===== src/rtl/reg_writeback_ctrl.sv =====
// Write-back controller: in-order write queue feeding
// the two register file write ports, with pending-write checks.
module reg_writeback_ctrl #(
  parameter int DEPTH  = 4,
  parameter int DATA_W = 32,
  parameter int ADDR_W = 4
) (
  input  logic                     clk,
  input  logic                     rst_n,
  input  logic                     flush,
  input  logic                     in0_valid,
  input  logic [ADDR_W-1:0]        in0_dst,
  input  logic [DATA_W-1:0]        in0_data,
  input  logic                     in1_valid,
  input  logic [ADDR_W-1:0]        in1_dst,
  input  logic [DATA_W-1:0]        in1_data,
  output logic                     in_ready,
  output logic                     regWrite,
  output logic [ADDR_W-1:0]        regDst1,
  output logic [DATA_W-1:0]        bus_w,
  output logic                     regWrite2,
  output logic [ADDR_W-1:0]        regDst2,
  output logic [DATA_W-1:0]        bus2_w,
  input  logic [ADDR_W-1:0]        chk_src1,
  input  logic [ADDR_W-1:0]        chk_src2,
  output logic                     chk_busy1,
  output logic                     chk_busy2,
  output logic [$clog2(DEPTH):0]   count
);

  localparam int PW = $clog2(DEPTH);
  localparam int CW = PW + 1;

  typedef logic [PW-1:0] ptr_t;
  typedef logic [CW-1:0] cnt_t;

  logic [ADDR_W-1:0] dstMem  [DEPTH];
  logic [DATA_W-1:0] dataMem [DEPTH];

  ptr_t             head;
  ptr_t             tail;
  ptr_t             head1;
  ptr_t             slot1;
  ptr_t             off [DEPTH];
  logic [DEPTH-1:0] live;
  cnt_t             enqCnt;
  cnt_t             deqCnt;
  logic             accept;
  logic             hasOne;
  logic             hasTwo;
  logic             pairOk;

  assign head1  = head + ptr_t'(1);
  assign hasOne = (count != '0);
  assign hasTwo = (count >= cnt_t'(2));
  // Same-destination pairs go out one per cycle to keep order.
  assign pairOk = hasTwo && (dstMem[head1] != dstMem[head]);

  // Conservative: based on registered occupancy only.
  assign in_ready = (count <= cnt_t'(DEPTH - 2));
  assign accept   = in_ready && !flush;
  assign slot1    = in0_valid ? (tail + ptr_t'(1)) : tail;

  assign enqCnt = accept
                ? (cnt_t'(in0_valid) + cnt_t'(in1_valid))
                : '0;

  assign deqCnt = flush  ? cnt_t'(0) :
                  pairOk ? cnt_t'(2) :
                  hasOne ? cnt_t'(1) :
                           cnt_t'(0);

  // Write ports are driven from queue state only.
  always_comb begin
    regWrite  = hasOne && !flush;
    regDst1   = dstMem[head];
    bus_w     = dataMem[head];
    regWrite2 = pairOk && !flush;
    regDst2   = dstMem[head1];
    bus2_w    = dataMem[head1];
  end

  // Mark which slots hold queued writes (offset from head < count).
  always_comb begin
    live = '0;
    for (int i = 0; i < DEPTH; i++) begin
      off[i]  = ptr_t'(i) - head;
      live[i] = ({1'b0, off[i]} < count);
    end
  end

  // Pending-write lookup over every queued entry.
  always_comb begin
    chk_busy1 = 1'b0;
    chk_busy2 = 1'b0;
    for (int i = 0; i < DEPTH; i++) begin
      if (live[i] && dstMem[i] == chk_src1) chk_busy1 = 1'b1;
      if (live[i] && dstMem[i] == chk_src2) chk_busy2 = 1'b1;
    end
    if (flush) begin
      chk_busy1 = 1'b0;
      chk_busy2 = 1'b0;
    end
  end

  // Pointer and occupancy update; flush empties the queue.
  always_ff @(posedge clk or negedge rst_n) begin
    if (!rst_n) begin
      head  <= '0;
      tail  <= '0;
      count <= '0;
    end else if (flush) begin
      head  <= '0;
      tail  <= '0;
      count <= '0;
    end else begin
      head  <= head + ptr_t'(deqCnt);
      tail  <= tail + ptr_t'(enqCnt);
      count <= count + enqCnt - deqCnt;
    end
  end

  // Entry storage; older request lands at tail.
  always_ff @(posedge clk) begin
    if (accept && in0_valid) begin
      dstMem[tail]  <= in0_dst;
      dataMem[tail] <= in0_data;
    end
    if (accept && in1_valid) begin
      dstMem[slot1]  <= in1_dst;
      dataMem[slot1] <= in1_data;
    end
  end

`ifndef SYNTHESIS
  // Occupancy can never pass the queue depth.
  a_noOverflow: assert property (
    @(posedge clk) disable iff (!rst_n)
    count <= cnt_t'(DEPTH)
  );
`endif

endmodule


===== config.mk =====
export PLATFORM = sky130hd
export DESIGN_NAME = reg_writeback_ctrl
export DESIGN_NICKNAME = d
export VERILOG_FILES = /design/src/rtl/reg_writeback_ctrl.sv
export SDC_FILE = /design/constraint.sdc
export NUM_CORES = 1
export LEC_CHECK = 0
export CORE_MARGIN = 8
export CORE_UTILIZATION = 30
export DETAILED_ROUTE_END_ITERATION = 8
export DONT_BUFFER_PORTS = 1
export PLACE_DENSITY = 0.45
export SLEW_MARGIN = 10
export SYNTH_ARGS = -nofsm -noshare
export SYNTH_HDL_FRONTEND = slang
export SYNTH_SLANG_ARGS = --single-unit

===== constraint.sdc =====
create_clock -name clk -period 3.27 [get_ports clk]
set_input_delay 0.4905 -clock clk [delete_from_list [all_inputs] [get_ports clk]]
set_output_delay 0.4905 -clock clk [all_outputs]
set_load 0.05 [all_outputs]

==> results.md, run 1 <==
Outcome:
- The flow ran to the end, and the final reports show no timing, DRC or antenna violations.

Timing:
- The final number of max-transition violations is 0.
- At the pin with the least slew margin, the transition time is 0.721 ns.
- The shortest clock period the worst path allows after layout is 3.09 ns.
- After routing, the total negative slack on setup checks comes to 0 ns.
- The smallest setup slack after layout is roughly 0.18 ns.
- Setup repair after global routing left no endpoint under its margin.
- In this run the tightest slew margin relative to its limit is 0.519.
- For the final database, setup skew stands at 0.00934 ns.
- Of the available clock period, the critical path in the final layout requires 0.944.
- The final number of hold-violating endpoints is 0.
- Based on the critical path, the design can be clocked at up to roughly 320 MHz.
- Setup violations remaining at the end of the flow were counted as 0.

Setup path:
- At the worst endpoint, the arrival time is 3.39 ns.
- For the worst flop-to-flop path, the logic depth is 12.
- The critical path required time is ~3.6 ns.
- The worst setup path is captured at a flop.
- The worst register-to-register path has a setup slack of 0.18 ns.
- The worst setup path is launched from a flop.
- The largest fanout on the critical path is 8.
- In this run the critical register-to-register path is captured at count[2].
- The classification of the worst setup path is flop to flop.
- The worst reg2reg path startpoint is head[0].

Synth:
- The cell count after synthesis came out at around 550.
- Of the post-synthesis cell area, the dominant cell type holds 0.474.
- The number of different library cells in the post-synthesis netlist is 47.
- The cell type contributing the most total cell area after synthesis is edfxtp_1.
- The synthesized design contains ~140 enable-type register cells.
- For this run, the leading register cell type out of synthesis is edfxtp_1.
- The share of flip-flops with an asynchronous set or reset is 0.0464.
- The net count after synthesis is ~650.
- A synthesized cell averages roughly 16 µm².
- The flop and latch count out of synthesis is about 150.
- For this run, the number of Yosys warnings is 0.
- The register area share after synthesis is 0.493.
- The mapped netlist covers 9120 µm².
- Yosys attributes the largest share of cell area to edfxtp_1 47%, mux4_2 18%, mux2_1 16%.

Floorplanning:
- In this run the core area contains 64 standard-cell rows.
- The width of the chip is roughly 190 µm.
- The effective utilization at floorplan is 0.301.
- The core region is about 30000 µm².
- During I/O placement, the number of pins put on the boundary was between 150 and 200.
- The die covers ~36000 µm².
- In this run the vertical extent of the chip is 190 µm.

Drt:
- Dividing the detail-routed wire length by the instance count gives between 20 and 30 µm.
- In the routed design, unresolved DRC markers number 0.
- Dividing the detail-routed via count by the number of cells gives 5.36.
- The count of nets left with antenna violations once routing finished came out at 0.
- The number of design-rule violations left by the first detailed-router iteration is 324.
- The final wirelength is between 20 and 30 mm.
- Across all layers, the routed design uses between 5000 and 6000 vias.
- Before antenna repair, the detailed router went through 4 iterations.

Cells and area:
- The filler cell count is around 2900.
- For this run, the share of the core covered by cells in the final layout is 0.344.
- The number of antenna diodes in the final layout is 0.
- The area growth from synthesis to final layout is 14.3%.
- The fraction of final layout cells sized beyond drive strength 1 is 0.295.
- After the last flow step, the layout net total stands at just under 700.

GRT:
- The global-route usage over all layers is 0.143.
- The first global-routing pass estimated approximately 38 mm of wire.
- Entering global routing, the biggest net connects 39 pins.
- The via count of the first global-routing pass is roughly 5800.
- The number of antenna violations at the first check in global routing is 0.
- The final global-route overflow total is 0.

Clocking:
- Counting every sink on the clock net gives ~150.
- The clock tree synthesis step divided the H-tree into 4 levels.
- The CTS clock-pin slew for the worst setup and hold paths is 0.07 ns.
- The root buffer cell is clkbuf_16.
- The number of buffers added by the clock tree synthesis step is 17.
- The clock reaches the later pin of the worst-skew pair after 0.41 ns.
- The clock tree from TritonCTS is done.
- The clock passes through at most 2 buffers.

Power and ir drop:
- The total power divided by cell area is about 850 nW/µm².
- The worst-case IR drop observed on VDD is approximately 0.00031 V.
- The cell leakage power is 3.35 nW.

Placement:
- The worst slack after detailed placement is about 0.14 ns.
- The count of buffers added on input and output ports is 0.
- Summed over all nets, the half-perimeter wirelength after detailed placement is 17.2 mm.
- The congestion estimate from routability-driven global placement came to approximately 0.8.

Hold path:
- The min-delay analysis places its worst path in the category input port to flop.
- In this run the most critical hold path is launched from flush.
- The path with the worst hold slack has its endpoint at count[2].
- Along the worst hold path, the cell count comes to 1.

Flow run:
- Max-cap violations in this run came to 0.
## per-layer routing
metal  global-route usage  wire (µm)
met1                0.166      10500
met2                0.237      12800
met3               0.0655       2510
met4               0.0331        283
met5                    0          0
## area by class of cell
cell class | instances | area (µm²) | area share
clock buffers | 18 | 429 | 0.0412
clock inverters | 14 | 165 | 0.0158
inverters | 9 | 33.8 | 0.00324
multi-input cells | 360 | 4460 | 0.428
flip-flops and latches | 151 | 4510 | 0.432
well taps | 396 | 495 | 0.0475
repair buffers | 35 | 335 | 0.0322
## power breakdown
group          switching, W  total, W  internal [W]
clock network      0.000877   0.00203       0.00115
registers          0.000182   0.00258       0.00240
logic               0.00301   0.00429       0.00128
total               0.00407   0.00889       0.00482
## worst max-delay path: stages (launching register included)
cell,delay (ns)
dfrtp_4,0.54
buf_4,0.16
mux2i_1,0.12
xor2_1,0.18
and4_1,0.24
o21ai_2,0.22
nand3b_1,0.13
fa_1,0.55
inv_1,0.06
fa_1,0.43
xor2_1,0.16
xnor2_1,0.16
nor2_1,0.05
## state kept, by name, indices dropped and copies added (netlist names)
name	cells
count	3
dstMem	16
dataMem	128
tail	2
head	2
## cell families (layout without fill, tap and decap cells)
family                     after synthesis  in the layout  synth area share
adders and majority gates               15             15            0.0222
AOI/OAI and AO/OA                       24             24            0.0206
muxes                                  224            224             0.364
buffers and inverters                   43             76            0.0214
DFF                                    151            151             0.493
xor gates and xnor gates                44             44            0.0422
and+or+nand+nor                         53             53            0.0359
## through the flow
stage | hold WS, ns | total power, W | std cells | instance area, µm²
detailed placement | 0.195 | 0.00685 | 940 | 9710
CTS | 0.111 | 0.00892 | 973 | 10300
global route | 0.103 | 0.00929 | 983 | 10400
global placement | 0.195 | 0.00682 | 940 | 9710
finish | 0.135 | 0.00889 | 983 | 10400
floorplan | 0.195 | 0.00609 | 554 | 9120
## synth_stat cells (all sizes together), types with 3 or more instances
master    n
inv       9
nand3b    3
nor2b     4
xor2     23
and2      3
nand2    10
nand3     5
nor4      4
dfrtp     7
nand4     4
xnor2    21
mux2i     8
a21oi     8
clkbuf    9
ha       13
mux2    144
buf      25
edfxtp  144
mux4     72
nor2      8
## placed cells by master, fill, tap and decap left out, drive strengths merged, types with 3 or more instances in the layout
cell type	Yosys	routed
mux2	144	144
edfxtp	144	144
xnor2	21	21
nor2	8	8
a21oi	8	8
mux4	72	72
clkbuf	9	18
clkinvlp	0	3
nor2b	4	4
ha	13	13
and2	3	3
xor2	23	23
inv	9	15
buf	25	34
mux2i	8	8
dfrtp	7	7
nand4	4	4
nor4	4	4
clkinv	0	3
nand3	5	5
nand3b	3	3
nand2	10	10
## worst max-delay path by stage
stage,from,end,slack (ns),cells past startpoint
after global placement,head[0],count[2],0.22,13
after floorplan,count[2],dataMem[2][0],0.0003,7
after CTS,head[0],chk_busy1,0.02,9
after detailed placement,head[0],count[2],0.14,13
final,head[0],count[2],0.18,12
after global routing,head[0],count[2],0.005,12
## repair_timing
| action | 4_1_cts | 5_1_grt |
|---|---|---|
| endpoints found under the setup margin | 2 | 3 |
| pin swaps | 0 | 1 |
| hold buffers | 1 | 0 |
| endpoints found under the hold margin | 7 | 0 |
| gates resized for setup | 2 | 6 |
| setup buffers | 0 | 10 |
Note: power is estimated with default switching activity, not from simulation.
==> run 2, diff against run 1 <==
--- a/config.mk
+++ b/config.mk
@@ -5,11 +5,14 @@
 export SDC_FILE = /design/constraint.sdc
 export NUM_CORES = 1
 export LEC_CHECK = 0
+export CAP_MARGIN = 20
+export CELL_PAD_IN_SITES_DETAIL_PLACEMENT = 2
+export CELL_PAD_IN_SITES_GLOBAL_PLACEMENT = 2
 export CORE_MARGIN = 8
 export CORE_UTILIZATION = 30
 export DETAILED_ROUTE_END_ITERATION = 8
 export DONT_BUFFER_PORTS = 1
-export PLACE_DENSITY = 0.45
+export PLACE_DENSITY = 0.57
 export SLEW_MARGIN = 10
 export SYNTH_ARGS = -nofsm -noshare
 export SYNTH_HDL_FRONTEND = slang
==> results.md, run 2 (synthesized netlist as in run 1, its figures left out) <==
GRT:
- The via count of the first global-routing pass is 6083 (+5.5%).
- The global-route usage over all layers came to 0.148 (+0.00502).
- The final global-route overflow total is 0 (unchanged).
- The maximum number of pins on one net before global-route repair is 49 (+26%).
- The number of antenna violations at the first check in global routing was 0 (unchanged).
- The first-pass GRT wire length was 39.8 mm (+4.3%).

Setup path:
- The arrival time reported for the critical path endpoint is 3.41 ns (+0.02 ns).
- The terminus of the critical flop-to-flop path is count[2].
- In this run the worst setup path terminates at count[2].
- The largest fanout on the critical path is 11 (+3).
- STA classifies the critical path startpoint as a flop.
- The critical path required time came to 3.59 ns (+0.02 ns).
- The number of cells on the worst reg-to-reg path came to 12 (unchanged).
- The startpoint of the worst setup timing path is head[0].
- The setup slack of the most critical reg-to-reg path is 0.17 ns (about the same).
- The critical path capture point type is a flop.
- The classification of the worst setup path is flop to flop.
- The worst register-to-register path begins at head[0].

Power and ir drop:
- The cell leakage power was 3.34 nW (-0.33%).
- The worst IR drop on VDD came to 0.000257 V (-18%).
- The total power divided by cell area is 845 nW/µm² (-0.89%).

Placement:
- The last weighted congestion value of the routability-driven placer was 0.749 (-3.6%).
- The half-perimeter wire length after placement is 18.2 mm (+5.8%).
- The count of buffers inserted at the top-level ports came to 0 (unchanged).
- The worst slack after detailed placement is 0.0515 ns (-0.0867 ns).

Timing:
- The headroom to the max-slew limit is 0.622 (+0.103).
- The smallest setup slack after layout was 0.173 ns (-0.00928 ns).
- The final number of hold-violating endpoints was 0 (unchanged).
- The total negative slack for setup checks was 0 ns (unchanged).
- The total setup violations reported at the end of the flow came to 0 (unchanged).
- The maximum clock rate came to 323 MHz (-0.30%).
- The slew of the pin with the lowest slew margin is 0.566 ns (-0.155 ns).
- The maximum clock skew at final layout is 0.00960 ns (+0.000265 ns).
- The final period utilization is 0.947 (+0.00284).
- The shortest clock period the worst path allows after layout is 3.10 ns (+0.00928 ns).
- The final number of max-transition violations is 0 (unchanged).
- Setup repair after global routing left no endpoint under its margin.

Cells and area:
- The area taken by flip-flops and latches is 4510 µm² (unchanged).
- The total inserted antenna cells came to 0 (unchanged).
- The number of nets at the end of the flow is 669 (-0.74%).
- The fraction of final layout cells sized beyond drive strength 1 is 0.290 (-0.00434).
- Ranked by flip-flop count, first place goes to dataMem.
- The library cells used most frequently in the layout, excluding fill and tap cells, are 144 x edfxtp_1, 128 x mux2_1, 72 x mux4_2.
- The largest registers in the layout are dataMem x128, dstMem x16, count x3.
- The filler cell count is 2997 (+4.0%).
- The multi-input combinational cell area was 4460 µm² (unchanged).
- The final cell utilization of the core was 0.344 (about the same).
- The area growth from synthesis to final layout was 14.2% (about the same).
- The library cell used most frequently in the layout, excluding fill and tap cells, is edfxtp_1.
- The number of flip-flops under the largest register name is 128 (unchanged).

Floorplanning:
- The width of the chip is 190 µm (unchanged).
- The cell row count came to 64 (unchanged).
- The count of pins on the block boundary came to 165 (unchanged).
- The area inside the core boundary is 30300 µm² (unchanged).
- The effective utilization at floorplan is 0.301 (unchanged).
- The floorplan die area was 36200 µm² (unchanged).
- The y dimension of the die is 190 µm (unchanged).

Outcome:
- The flow ran to the end, and the final reports show no timing, DRC or antenna violations.

Clocking:
- The number of levels the H-tree was split into was 4 (unchanged).
- The CTS clock-pin slew for the worst setup and hold paths is 0.07 ns (about the same).
- The number of buffers added by the clock tree synthesis step is 17 (unchanged).
- The number of sinks handled by clock tree synthesis came to 151 (unchanged).
- The cell sitting at the root of the clock tree is a clkbuf_16.
- The clock tree from TritonCTS is done.
- The buffer levels on the longest clock path is 2 (unchanged).
- The clock latency on the worst-skew pair is 0.42 ns (about the same).

Drt:
- The per-cell routed wire length came to 27.2 µm (+2.5%).
- The post-route antenna net violation count is 0 (unchanged).
- The number of design-rule violations left by the first detailed-router iteration came to 238 (-27%).
- The number of optimization iterations in the first detailed-route pass is 5 (+1).
- The number of vias per cell came to 5.34 (-0.37%).
- The final wirelength is 26.6 mm (+1.9%).
- The number of vias after detailed routing is 5224 (-0.87%).
- The number of DRC violations after detailed routing was 0 (unchanged).

Flow run:
- The reported max-cap violation count is 0 (unchanged).

Hold path:
- The type of the tightest min-delay check is input port to flop.
==> run 2: cell count changes in the layout (fill, tap and decap cells not counted), moves of 2 or more <==
cell,change
bufinv_16,-2
clkinv_8,+3
buf_4,-8
buf_12,+2
inv_6,+3
clkinvlp_4,-2
==> run 2: cell type report <==
class / count / share of cell area
clock inverters: 15 / 0.0150
multi-input cells: 360 / 0.428
inverters: 9 / 0.00324
flip-flops and latches: 151 / 0.433
clock buffers: 17 / 0.0408
repair buffers: 30 / 0.0327
well taps: 396 / 0.0476
==> run 2: worst min-delay path by stage <==
stage | depth (start not counted) | slack (ns) | startpoint | end
after floorplan | 0 | 0.19 | rst_n | count[0]
after global placement | 0 | 0.20 | rst_n | count[2]
after detailed placement | 0 | 0.20 | rst_n | count[1]
after CTS | 1 | 0.1 | flush | count[2]
after global routing | 1 | 0.10 | flush | count[2]
final | 1 | 0.12 | flush | count[2]
==> run 2: per-stage QoR <==
| step | area [µm²] | power (W) | cells | hold slack [ns] |
|---|---|---|---|---|
| floorplan | 9120 | 0.00609 | 554 | 0.195 |
| global placement | 9730 | 0.00681 | 939 | 0.195 |
| detailed placement | 9730 | 0.00688 | 939 | 0.195 |
| CTS | 10300 | 0.00887 | 972 | 0.0967 |
| global route | 10400 | 0.00921 | 978 | 0.103 |
| finish | 10400 | 0.00881 | 978 | 0.122 |
==> run 2: where the power goes <==
part	switching, W	leakage (nW)	internal [W]
logic	0.00302	1.65	0.00127
registers	0.000183	1.40	0.00240
clock network	0.000916	0.284	0.00102
total	0.00412	3.34	0.00469
==> run 2: layer usage <==
metal,wire length [µm],up-vias,track usage,share of wire
li1,-,2268,-,-
met1,10500,2806,0.164,0.39
met2,13800,128,0.260,0.52
met3,1950,22,0.0525,0.073
met4,357,0,0.0462,0.013
met5,0,-,0,0
==> run 2: worst max-delay path, cell delays in order (launching register included) <==
cell and delay, ns:
dfrtp_4 0.56, buf_4 0.17, mux2i_1 0.12, xor2_1 0.17, and4_1 0.26, o21ai_2 0.19
nand3b_1 0.13, fa_1 0.54, inv_1 0.05, fa_1 0.43, xor2_1 0.18, xnor2_1 0.14
nor2_1 0.05
==> run 2: repair_timing <==
action / CTS / global route
gates cloned: 0 / 1
resized for setup: 2 / 5
hold endpoints to repair: 7 / 0
setup endpoints to repair: 2 / 3
setup buffers: 0 / 5
hold buffers: 1 / 0
